## config.mk

```make
export PLATFORM = sky130hd
export DESIGN_NAME = sram_ctrl_flat
export DESIGN_NICKNAME = d
export VERILOG_FILES = /design/src/rtl/sram_ctrl_if.sv /design/src/rtl/sram_ctrl.sv /design/src/flat_wrapper.sv
export SDC_FILE = /design/constraint.sdc
export NUM_CORES = 1
export LEC_CHECK = 0
export ABC_AREA = 1
export BUFFER_PORTS_ARGS = -buffer_cell sky130_fd_sc_hd__buf_4
export CORE_UTILIZATION = 45
export CTS_CLUSTER_DIAMETER = 100
export DETAILED_ROUTE_END_ITERATION = 10
export HOLD_SLACK_MARGIN = 0.15
export PLACE_DENSITY = 0.73
export SLEW_MARGIN = 15
export SYNTH_ARGS = -nofsm -noshare
export SYNTH_HDL_FRONTEND = slang
export SYNTH_SLANG_ARGS = --single-unit
```

## constraint.sdc

```tcl
create_clock -name clk -period 1.2 [get_ports clk]
set_input_delay 0 -clock clk [delete_from_list [all_inputs] [get_ports clk]]
set_output_delay 0 -clock clk [all_outputs]
set_load 0.01 [all_outputs]
```

## src/rtl/sram_ctrl_if.sv

```systemverilog
// ---------------------------------------------------------------------------
// sram_ctrl_if -- request/response bus of the SRAM controller.
//
// Signals:
//   req_valid  : request present (master -> slave)
//   req_ready  : controller accepts a request this cycle (slave -> master)
//   req_we     : 1 = write, 0 = read
//   req_addr   : request address, DEPTH bits
//   req_data   : write data, WIDTH bits
//   resp_valid : read data valid (slave -> master)
//   resp_ready : consumer takes the response (master -> slave)
//   resp_data  : read data, WIDTH bits
//
// Modports: master = requester side, slave = controller side.
// ---------------------------------------------------------------------------
interface sram_ctrl_if #(
    parameter int DEPTH = 2,
    parameter int WIDTH = 8
);
    logic             req_valid;
    logic             req_ready;
    logic             req_we;
    logic [DEPTH-1:0] req_addr;
    logic [WIDTH-1:0] req_data;
    logic             resp_valid;
    logic             resp_ready;
    logic [WIDTH-1:0] resp_data;

    modport master (
        output req_valid, req_we, req_addr, req_data, resp_ready,
        input  req_ready, resp_valid, resp_data
    );

    modport slave (
        input  req_valid, req_we, req_addr, req_data, resp_ready,
        output req_ready, resp_valid, resp_data
    );
endinterface

```

## src/rtl/sram_ctrl.sv

```systemverilog
// ---------------------------------------------------------------------------
// sram_ctrl -- single-port asynchronous SRAM controller.
//
// Accepts one read or write request at a time over sram_ctrl_if and turns it
// into glitch-free SRAM strobes. Every SRAM_* and RESP_* output comes straight
// from a flop. Writes run SETUP -> PULSE (n_we low) -> HOLD; reads run
// PULSE (n_oe low) -> RESP, where read data is held until consumed.
//
// Ports:
//   clk        : single clock, all state changes on posedge
//   N_RST      : synchronous active-low reset
//   bus        : request/response bus (slave modport)
//   sram_addr  : SRAM address
//   sram_wdata : SRAM write data
//   sram_rdata : SRAM read data (only meaningful while sram_n_oe = 0)
//   sram_n_we  : SRAM write strobe, active-low
//   sram_n_oe  : SRAM output enable, active-low
//
// Parameters: DEPTH (address bits), WIDTH (data bits),
//             WAIT_CYCLES (extra strobe-low cycles).
// Configuration macro: SRAM_CTRL_WAIT_EN -- when defined, each strobe stays
//   low for 1+WAIT_CYCLES cycles using a down-counter; when absent the strobe
//   is low for exactly one cycle and WAIT_CYCLES is unused.
// ---------------------------------------------------------------------------
module sram_ctrl #(
    parameter int DEPTH       = 2,
    parameter int WIDTH       = 8,
    parameter int WAIT_CYCLES = 1
) (
    input  logic             clk,
    input  logic             N_RST,
    sram_ctrl_if.slave       bus,
    output logic [DEPTH-1:0] sram_addr,
    output logic [WIDTH-1:0] sram_wdata,
    input  logic [WIDTH-1:0] sram_rdata,
    output logic             sram_n_we,
    output logic             sram_n_oe
);

    typedef enum logic [2:0] {
        IDLE,
        WR_SETUP,
        WR_PULSE,
        WR_HOLD,
        RD_PULSE,
        RESP
    } state_t;

    state_t           state_q, state_d;
    logic [DEPTH-1:0] addr_q, addr_d;
    logic [WIDTH-1:0] wdata_q, wdata_d;
    logic [WIDTH-1:0] resp_data_q, resp_data_d;
    logic             resp_valid_q, resp_valid_d;
    logic             n_we_q, n_we_d;
    logic             n_oe_q, n_oe_d;
    logic             pulse_done;

`ifdef SRAM_CTRL_WAIT_EN
    localparam int CW = (WAIT_CYCLES > 0) ? $clog2(WAIT_CYCLES + 1) : 1;
    localparam logic [CW-1:0] WAIT_LOAD = CW'(WAIT_CYCLES);

    logic [CW-1:0] wait_cnt_q, wait_cnt_d;

    // The pulse ends in the cycle where the counter has run down to zero.
    assign pulse_done = (wait_cnt_q == '0);
`else
    assign pulse_done = 1'b1;
`endif

    // Ready is combinational on state so a new request is taken in the very
    // first IDLE cycle after an access.
    assign bus.req_ready  = (state_q == IDLE) && N_RST;
    assign bus.resp_valid = resp_valid_q;
    assign bus.resp_data  = resp_data_q;
    assign sram_addr      = addr_q;
    assign sram_wdata     = wdata_q;
    assign sram_n_we      = n_we_q;
    assign sram_n_oe      = n_oe_q;

    // The combinational process computes the next value of every output flop,
    // so strobes are registered and cannot glitch.
    always_comb begin
        // NOTE: every signal gets a default first so no path leaves one
        // unassigned and infers a latch.
        state_d      = state_q;
        addr_d       = addr_q;
        wdata_d      = wdata_q;
        resp_valid_d = resp_valid_q;
        resp_data_d  = resp_data_q;
        n_we_d       = 1'b1;
        n_oe_d       = 1'b1;

        case (state_q)
            IDLE: begin
                if (bus.req_valid) begin
                    addr_d = bus.req_addr;
                    if (bus.req_we) begin
                        wdata_d = bus.req_data;
                        state_d = WR_SETUP;
                    end else begin
                        n_oe_d  = 1'b0;
                        state_d = RD_PULSE;
                    end
                end
            end
            WR_SETUP: begin
                n_we_d  = 1'b0;
                state_d = WR_PULSE;
            end
            WR_PULSE: begin
                if (pulse_done) begin
                    state_d = WR_HOLD;
                end else begin
                    n_we_d = 1'b0;
                end
            end
            WR_HOLD: begin
                state_d = IDLE;
            end
            RD_PULSE: begin
                if (pulse_done) begin
                    resp_data_d  = sram_rdata;
                    resp_valid_d = 1'b1;
                    state_d      = RESP;
                end else begin
                    n_oe_d = 1'b0;
                end
            end
            RESP: begin
                if (bus.resp_ready) begin
                    resp_valid_d = 1'b0;
                    state_d      = IDLE;
                end
            end
            default: state_d = IDLE;
        endcase

`ifdef SRAM_CTRL_WAIT_EN
        // Count down while a strobe is low; load on entry to a pulse state.
        wait_cnt_d = '0;
        if (state_q == WR_PULSE || state_q == RD_PULSE) begin
            wait_cnt_d = pulse_done ? '0 : wait_cnt_q - CW'(1);
        end else if (state_d == WR_PULSE || state_d == RD_PULSE) begin
            wait_cnt_d = WAIT_LOAD;
        end
`endif
    end

    always_ff @(posedge clk) begin
        // NOTE: non-blocking assignments so every register samples the
        // pre-edge values and updates together.
        if (!N_RST) begin
            state_q      <= IDLE;
            addr_q       <= '0;
            wdata_q      <= '0;
            resp_valid_q <= 1'b0;
            resp_data_q  <= '0;
            n_we_q       <= 1'b1;
            n_oe_q       <= 1'b1;
`ifdef SRAM_CTRL_WAIT_EN
            wait_cnt_q   <= '0;
`endif
        end else begin
            state_q      <= state_d;
            addr_q       <= addr_d;
            wdata_q      <= wdata_d;
            resp_valid_q <= resp_valid_d;
            resp_data_q  <= resp_data_d;
            n_we_q       <= n_we_d;
            n_oe_q       <= n_oe_d;
`ifdef SRAM_CTRL_WAIT_EN
            wait_cnt_q   <= wait_cnt_d;
`endif
        end
    end

endmodule

```

## src/flat_wrapper.sv

```systemverilog
// flat-port wrapper written by rule: the top's interface ports become plain ports
module sram_ctrl_flat 
#(
    parameter int DEPTH       = 2,
    parameter int WIDTH       = 8,
    parameter int WAIT_CYCLES = 1
)
  (clk, N_RST, sram_addr, sram_wdata, sram_rdata, sram_n_we, sram_n_oe, bus_req_valid, bus_req_we, bus_req_addr, bus_req_data, bus_resp_ready, bus_req_ready, bus_resp_valid, bus_resp_data);
  sram_ctrl_if #(.DEPTH(DEPTH), .WIDTH(WIDTH)) bus_i ();
  input  logic clk;
  input  logic N_RST;
  output logic [DEPTH-1:0] sram_addr;
  output logic [WIDTH-1:0] sram_wdata;
  input  logic [WIDTH-1:0] sram_rdata;
  output logic sram_n_we;
  output logic sram_n_oe;
  input wire logic [$bits(bus_i.req_valid)-1:0] bus_req_valid;
  input wire logic [$bits(bus_i.req_we)-1:0] bus_req_we;
  input wire logic [$bits(bus_i.req_addr)-1:0] bus_req_addr;
  input wire logic [$bits(bus_i.req_data)-1:0] bus_req_data;
  input wire logic [$bits(bus_i.resp_ready)-1:0] bus_resp_ready;
  output wire logic [$bits(bus_i.req_ready)-1:0] bus_req_ready;
  output wire logic [$bits(bus_i.resp_valid)-1:0] bus_resp_valid;
  output wire logic [$bits(bus_i.resp_data)-1:0] bus_resp_data;
  assign bus_i.req_valid = bus_req_valid;
  assign bus_i.req_we = bus_req_we;
  assign bus_i.req_addr = bus_req_addr;
  assign bus_i.req_data = bus_req_data;
  assign bus_i.resp_ready = bus_resp_ready;
  assign bus_req_ready = bus_i.req_ready;
  assign bus_resp_valid = bus_i.resp_valid;
  assign bus_resp_data = bus_i.resp_data;
  sram_ctrl #(.DEPTH(DEPTH), .WIDTH(WIDTH), .WAIT_CYCLES(WAIT_CYCLES)) u_core (.clk(clk), .N_RST(N_RST), .bus(bus_i), .sram_addr(sram_addr), .sram_wdata(sram_wdata), .sram_rdata(sram_rdata), .sram_n_we(sram_n_we), .sram_n_oe(sram_n_oe));
endmodule
```

==> flow_metrics.py, run 1 <==
metrics = {
    "run_status": {
        "outcome": "finished, violations left",
        "violations": "negative setup slack",
    },
    "yosys": {
        "ys_seq_elements": 24,
        "netlist_area_um2": 985,
        "synth_top_cell_by_area": "dfxtp_1",
        "async_flop_share_pct": 0,
        "synthTopCellsByArea": "dfxtp_1, nor2_1, nand2_1",
        "syn_area_per_cell_um2": 7.14,
        "synth_ff_type": "dfxtp_1",
        "ys_warn_count": 0,
        "ys_seq_area_share_pct": 48.8,
        "synth_most_common_cell": "nor2_1",
        "synth_cell_types": 16,
        "netlist.area_leader.share_pct": 48.8,
        "synth-edff-count": 0,
        "synth_common_cells": "nor2_1, nand2_1, dfxtp_1",
        "synth_nets": 161,
        "syn_inst": 138,
    },
    "pwr": {
        "power_uw": 2810,
        "p_leak_uw": 0.000847,
        "irDropWorstVdd_uv": 1180,
        "seqPwrFrac_pct": 38.3,
        "netSwitchingFraction_pct": 37.3,
        "p_clk_share_pct": 15.4,
        "p_int_uw": 1760,
        "p_comb_share_pct": 46.3,
        "net-switching-power_uw": 1050,
        "powerDensity_mw_per_mm2": 1630,
    },
    "placed_design": {
        "routabilityCongestion": 0.741,
        "port-buffer-count": 44,
        "dpl.hpwl_um": 1640,
    },
    "cts": {
        "htree_levels": 1,
        "cts_max_path_buffers": 2,
        "path_clk_slew_ns": 0.14,
        "clk-insertion-delay-late_ns": 0.31,
        "cts_num_sinks": 24,
        "cts-root-buf": "clkbuf_4",
        "cts_tree": "done",
        "numCtsBuffers": 3,
    },
    "timing": {
        "finalSetupViolCount": 12,
        "report.final.slew_viol_count": 0,
        "finalHoldViolations": 0,
        "tns_ns": -0.639,
        "max_slew.worst_pin.slew_ns": 0.215,
        "max_slew_margin_pct": 85.7,
        "fmax_mhz": 764,
        "rsz0062_at_grt": "yes",
        "skew_ns": 0.00742,
        "min_period_ns": 1.31,
        "period_share_pct": 109,
        "fin_ws_ns": -0.109,
    },
    "worst_setup_path": {
        "worst-path-max-fanout": 8,
        "r2r-start": "u_core.state_q[0]",
        "cp-start-kind": "flip-flop",
        "critPathKind": "flip-flop to flip-flop",
        "cp.required_ns": 1.43,
        "endpoint_kind": "flip-flop",
        "arrival_ns": 1.54,
        "cp-startpoint": "u_core.state_q[0]",
    },
    "global_routing": {
        "antenna_found_initial": 0,
        "grt_max_degree": 22,
        "grt_pass1_wl_um": 4530,
        "grt-busiest-layer": "met2",
        "grt-ovfl-total": 0,
        "grtUsageMet3_pct": 3.12,
        "use_met2_pct": 48.8,
        "grt_pass1_vias": 1065,
        "grt_util_met1_pct": 26.4,
        "track_usage_pct": 25.1,
    },
    "cells_and_area": {
        "syn2layout_area_growth_pct": 74.3,
        "diodes": 0,
        "nFillCells": 122,
        "drive_above_1_share_pct": 36.8,
        "nets": 236,
    },
    "route": {
        "ant_nets": 0,
        "via_per_inst": 4.95,
        "routed_wirelength_um": 3270,
        "drtIter0Drc": 28,
        "drt-pass1-iter-count": 4,
        "via_count": 1182,
        "drc": 0,
        "wl_per_cell_um": 13.7,
    },
    "floorplanning": {
        "die_x_um": 48.8,
        "ioPinCount": 45,
        "die_h_um": 48.8,
        "core_region_area_mm2": 0.00200,
        "rows": 16,
        "start_util_pct": 49.2,
        "design.die.area_mm2": 0.00238,
    },
    "run": {
        "max_cap_viol_count": 0,
    },
    "min_path": {
        "hp-start": "bus_req_data[7]",
        "hold_class": "input pin to flip-flop",
    },
}
timing repair:
action                                  in CTS  in global routing
pin swaps                                    2                  8
gates resized for setup                      8                 21
hold buffers                                22                  0
hold endpoints to repair                    24                  0
endpoints found under the setup margin       9                 21
buffers inserted                             4                  2
gates cloned                                 0                  1
routing by layer:
layer  share of wire [%]  up-vias
met2                  56       55
met3                 5.1       12
met4                 3.2        0
met1                  36      542
met5                   0        -
li1                    -      573
state kept, by name, summed over array words and instances (netlist names):
| name | count |
|---|---|
| u_core.bus.resp_data | 8 |
| u_core.sram_wdata | 8 |
| u_core.state_q | 3 |
| u_core.sram_addr | 2 |
| u_core.bus.resp_valid | 1 |
| u_core.sram_n_oe | 1 |
| u_core.sram_n_we | 1 |
area by class of cell:
type / instances / area [µm²] / share of cell area (%)
Tap cell: 27 / 33.8 / 1.97
Multi-Input combinational cell: 92 / 475 / 27.7
Timing Repair Buffer: 73 / 611 / 35.6
Clock buffer: 4 / 36.3 / 2.11
Inverter: 19 / 76.3 / 4.45
Sequential cell: 24 / 484 / 28.2
cell families after synthesis:
logic type	count (synthesis)	synth area share [%]
AOI/OAI and AO/OA	13	6.61
and+or+nand+nor	78	33.9
buffers and inverters	23	10.7
DFF	24	48.8
per-stage QoR:
stage	instance area, µm²	hold WS, ns	cells	utilization [%]	worst slack, ns
floorplan	985	0.0850	138	-	0.152
global placement	1320	0.222	206	66.1	0.0656
detailed placement	1320	0.233	206	66.1	0.00281
CTS	1620	0.442	236	80.9	-0.111
global route	1720	0.462	239	85.8	-0.139
finish	1720	0.457	239	85.8	-0.109
power by group through the flow:
stage               sequential (µW)  clock (µW)  combinational, µW
finish                         1080         431               1300
global route                   1090         470               1400
CTS                            1050         431               1040
detailed placement             1070           0                873
global placement               1070           0                845
floorplan                      1130           0                456
worst paths after layout:
| path | to | slack, ns | depth (start not counted) |
|---|---|---|---|
| hold / removal | u_core.sram_wdata[7] | 0.46 | 4 |
| setup / recovery | u_core.sram_wdata[0] | -0.11 | 6 |
| setup reg to reg | u_core.sram_wdata[0] | -0.11 | 6 |
| hold reg to reg | u_core.bus.resp_valid | 0.49 | 2 |
layout by cell type, fill, tap and decap left out:
cell type | synthesis | layout
nor2_2 | 0 | 3
o21ai_0 | 10 | 10
buf_4 | 0 | 49
nand3_1 | 6 | 6
a21oi_1 | 3 | 3
clkbuf_8 | 1 | 1
nand2_1 | 25 | 18
inv_4 | 0 | 2
dfxtp_1 | 24 | 21
nand2_2 | 0 | 4
nand3b_1 | 1 | 1
nand4_1 | 2 | 2
buf_6 | 1 | 2
dlygate4sd3_1 | 0 | 22
clkbuf_4 | 0 | 3
inv_1 | 18 | 14
nor2_4 | 1 | 3
nand4_4 | 1 | 2
nand2_4 | 0 | 3
inv_2 | 1 | 3
nor2_1 | 42 | 37
dfxtp_2 | 0 | 3
critical path: stages (launching register included):
cell     delay, ns
dfxtp_2       0.36
buf_4         0.14
nor2_4        0.19
buf_4         0.17
nand4_4       0.14
nor2_1        0.16
nor2_1        0.06
No activity file was read; power rests on OpenSTA's default activity.
==> run 2, diff against run 1 <==
Settings changed: BUFFER_PORTS_ARGS -buffer_cell sky130_fd_sc_hd__buf_4 to -buffer_cell sky130_fd_sc_hd__buf_2, CORE_MARGIN from default to 3.
==> flow_metrics.py, run 2 (synthesis results as in run 1) <==
metrics = {
    "run_status": {
        "outcome": "finished, violations left",
        "violations": "negative setup slack",
    },
    "worst_setup_path": {
        "cpLargestDelayFamily": "simple AND/OR/NAND/NOR gates",
        "path_depth": 6,
        "ff2ff_setup_slack_ns": -0.05,
        "worst-path-max-fanout": 8,
        "r2r-start": "u_core.state_q[0]",
        "crit_buf_inv": 1,
        "critPathKind": "flip-flop to flip-flop",
        "path_cells": "buf_6, nor2_4, nand4_4, nand2_1, nand2_1, nor2_1",
        "crit_path_frequent_cell": "nand2_1",
        "cpPeakStageDelay_ns": 0.36,
        "cp-start-kind": "flip-flop",
        "endpoint_kind": "flip-flop",
        "cp.required_ns": 1.45,
        "reg2reg_depth": 6,
        "crit_slowest_cell": "dfxtp_2",
        "arrival_ns": 1.50,
        "cp-startpoint": "u_core.state_q[0]",
    },
    "pwr": {
        "irDropWorstVdd_uv": 1030,
        "powerDensity_mw_per_mm2": 1550,
        "p_leak_uw": 0.000839,
    },
    "route": {
        "via_count": 1162,
        "via_per_inst": 4.80,
        "routed_wirelength_um": 2960,
        "drtIter0Drc": 36,
        "ant_nets": 0,
        "wl_per_cell_um": 12.2,
        "drc": 0,
        "drt-pass1-iter-count": 4,
    },
    "cells_and_area": {
        "nets": 240,
        "layout_common_cells": "buf_2, nor2_1, dlygate4sd3_1",
        "layout_commonest_cell": "buf_2",
        "syn2layout_area_growth_pct": 67.7,
        "diodes": 0,
        "drive_above_1_share_pct": 37.7,
    },
    "placed_design": {
        "port-buffer-count": 44,
        "dpl.hpwl_um": 1610,
        "routabilityCongestion": 0.842,
        "place_ws_ns": 0.0780,
    },
    "timing": {
        "skew_ns": 0.00732,
        "fmax_mhz": 799,
        "period_share_pct": 104,
        "min_period_ns": 1.25,
        "finalSetupViolCount": 11,
        "holdWs_ns": 0.253,
        "report.final.slew_viol_count": 0,
        "fin_ws_ns": -0.0518,
        "rsz0062_at_grt": "yes",
        "finalHoldViolations": 0,
        "max_slew_margin_pct": 64.1,
        "max_slew.worst_pin.slew_ns": 0.537,
    },
    "global_routing": {
        "track_usage_pct": 19.5,
        "grt-ovfl-total": 0,
        "antenna_found_initial": 0,
        "grt_pass1_vias": 1005,
        "grt_max_degree": 17,
        "grt_pass1_wl_um": 4040,
    },
    "floorplanning": {
        "core_region_area_mm2": 0.00202,
        "ioPinCount": 45,
        "design.die.area_mm2": 0.00279,
        "die_x_um": 52.8,
        "rows": 16,
        "start_util_pct": 48.7,
        "die_h_um": 52.8,
    },
    "cts": {
        "htree_levels": 1,
        "cts_num_sinks": 24,
        "clk-insertion-delay-late_ns": 0.30,
        "path_clk_slew_ns": 0.12,
        "cts_max_path_buffers": 2,
        "cts-root-buf": "clkbuf_4",
        "cts_tree": "done",
        "numCtsBuffers": 3,
    },
    "run": {
        "max_cap_viol_count": 0,
    },
    "min_path": {
        "hold_class": "input pin to flip-flop",
        "hp-start": "N_RST",
        "holdPathStages": 6,
    },
}
==> run 2: cell count changes in the layout (fill, tap and decap cells not counted), sizes merged <==
| cell | previous run | this run |
|---|---|---|
| buf | 51 | 53 |
| clkbuf | 4 | 3 |
| clkinvlp | 0 | 1 |
| dlygate4sd3 | 22 | 24 |
| inv | 19 | 18 |
==> run 2: metal layers <==
layer	track usage (%)	vias to the layer above	share of wire [%]
met5	0	-	0
met1	21.1	528	41
li1	-	580	-
met3	2.56	4	5.7
met2	37.6	50	52
met4	6.81	0	0.85
==> run 2: path summary, 6_finish.rpt <==
path	end
setup reg to reg	u_core.sram_wdata[2]
hold reg to reg	u_core.bus.resp_valid
setup / recovery	u_core.sram_wdata[2]
hold / removal	u_core.sram_n_oe
==> run 2: per-stage QoR <==
stage               instances  cell area, µm²  utilization, %  setup TNS (ns)  total power (µW)
CTS                       239            1530            75.7          -0.418              2330
detailed placement        208            1230            60.7               0              1850
finish                    242            1650            81.7          -0.258              2570
floorplan                 138             985               -               0              1590
global route              242            1650            81.7           -1.49              2740
global placement          208            1230            60.7               0              1830
==> run 2: tightest hold or removal path, delay by kind of cell <==
family | cells | cell delay [ns]
buf+inv | 4 | 0.44
simple gates | 2 | 0.09
==> run 2: area by class of cell <==
| class | count | area (µm²) |
|---|---|---|
| repair buffers | 77 | 547 |
| multi-input cells | 92 | 489 |
| flip-flops and latches | 24 | 482 |
| fillers | 139 | 370 |
| inverters | 19 | 77.6 |
| well taps | 27 | 33.8 |
| clock buffers | 3 | 22.5 |
==> run 2: timing repair <==
action                                  CTS  global route
hold buffers                             24             0
resized for setup                         5            34
endpoints found under the setup margin    1            18
cloned                                    0             1
buffers inserted                          4             2
hold endpoints to repair                 23             0
pin swaps                                 2            10
==> run 2: where the power goes <==
part | switching [µW] | internal (µW)
clock network | 220 | 117
logic | 637 | 533
registers | 103 | 957
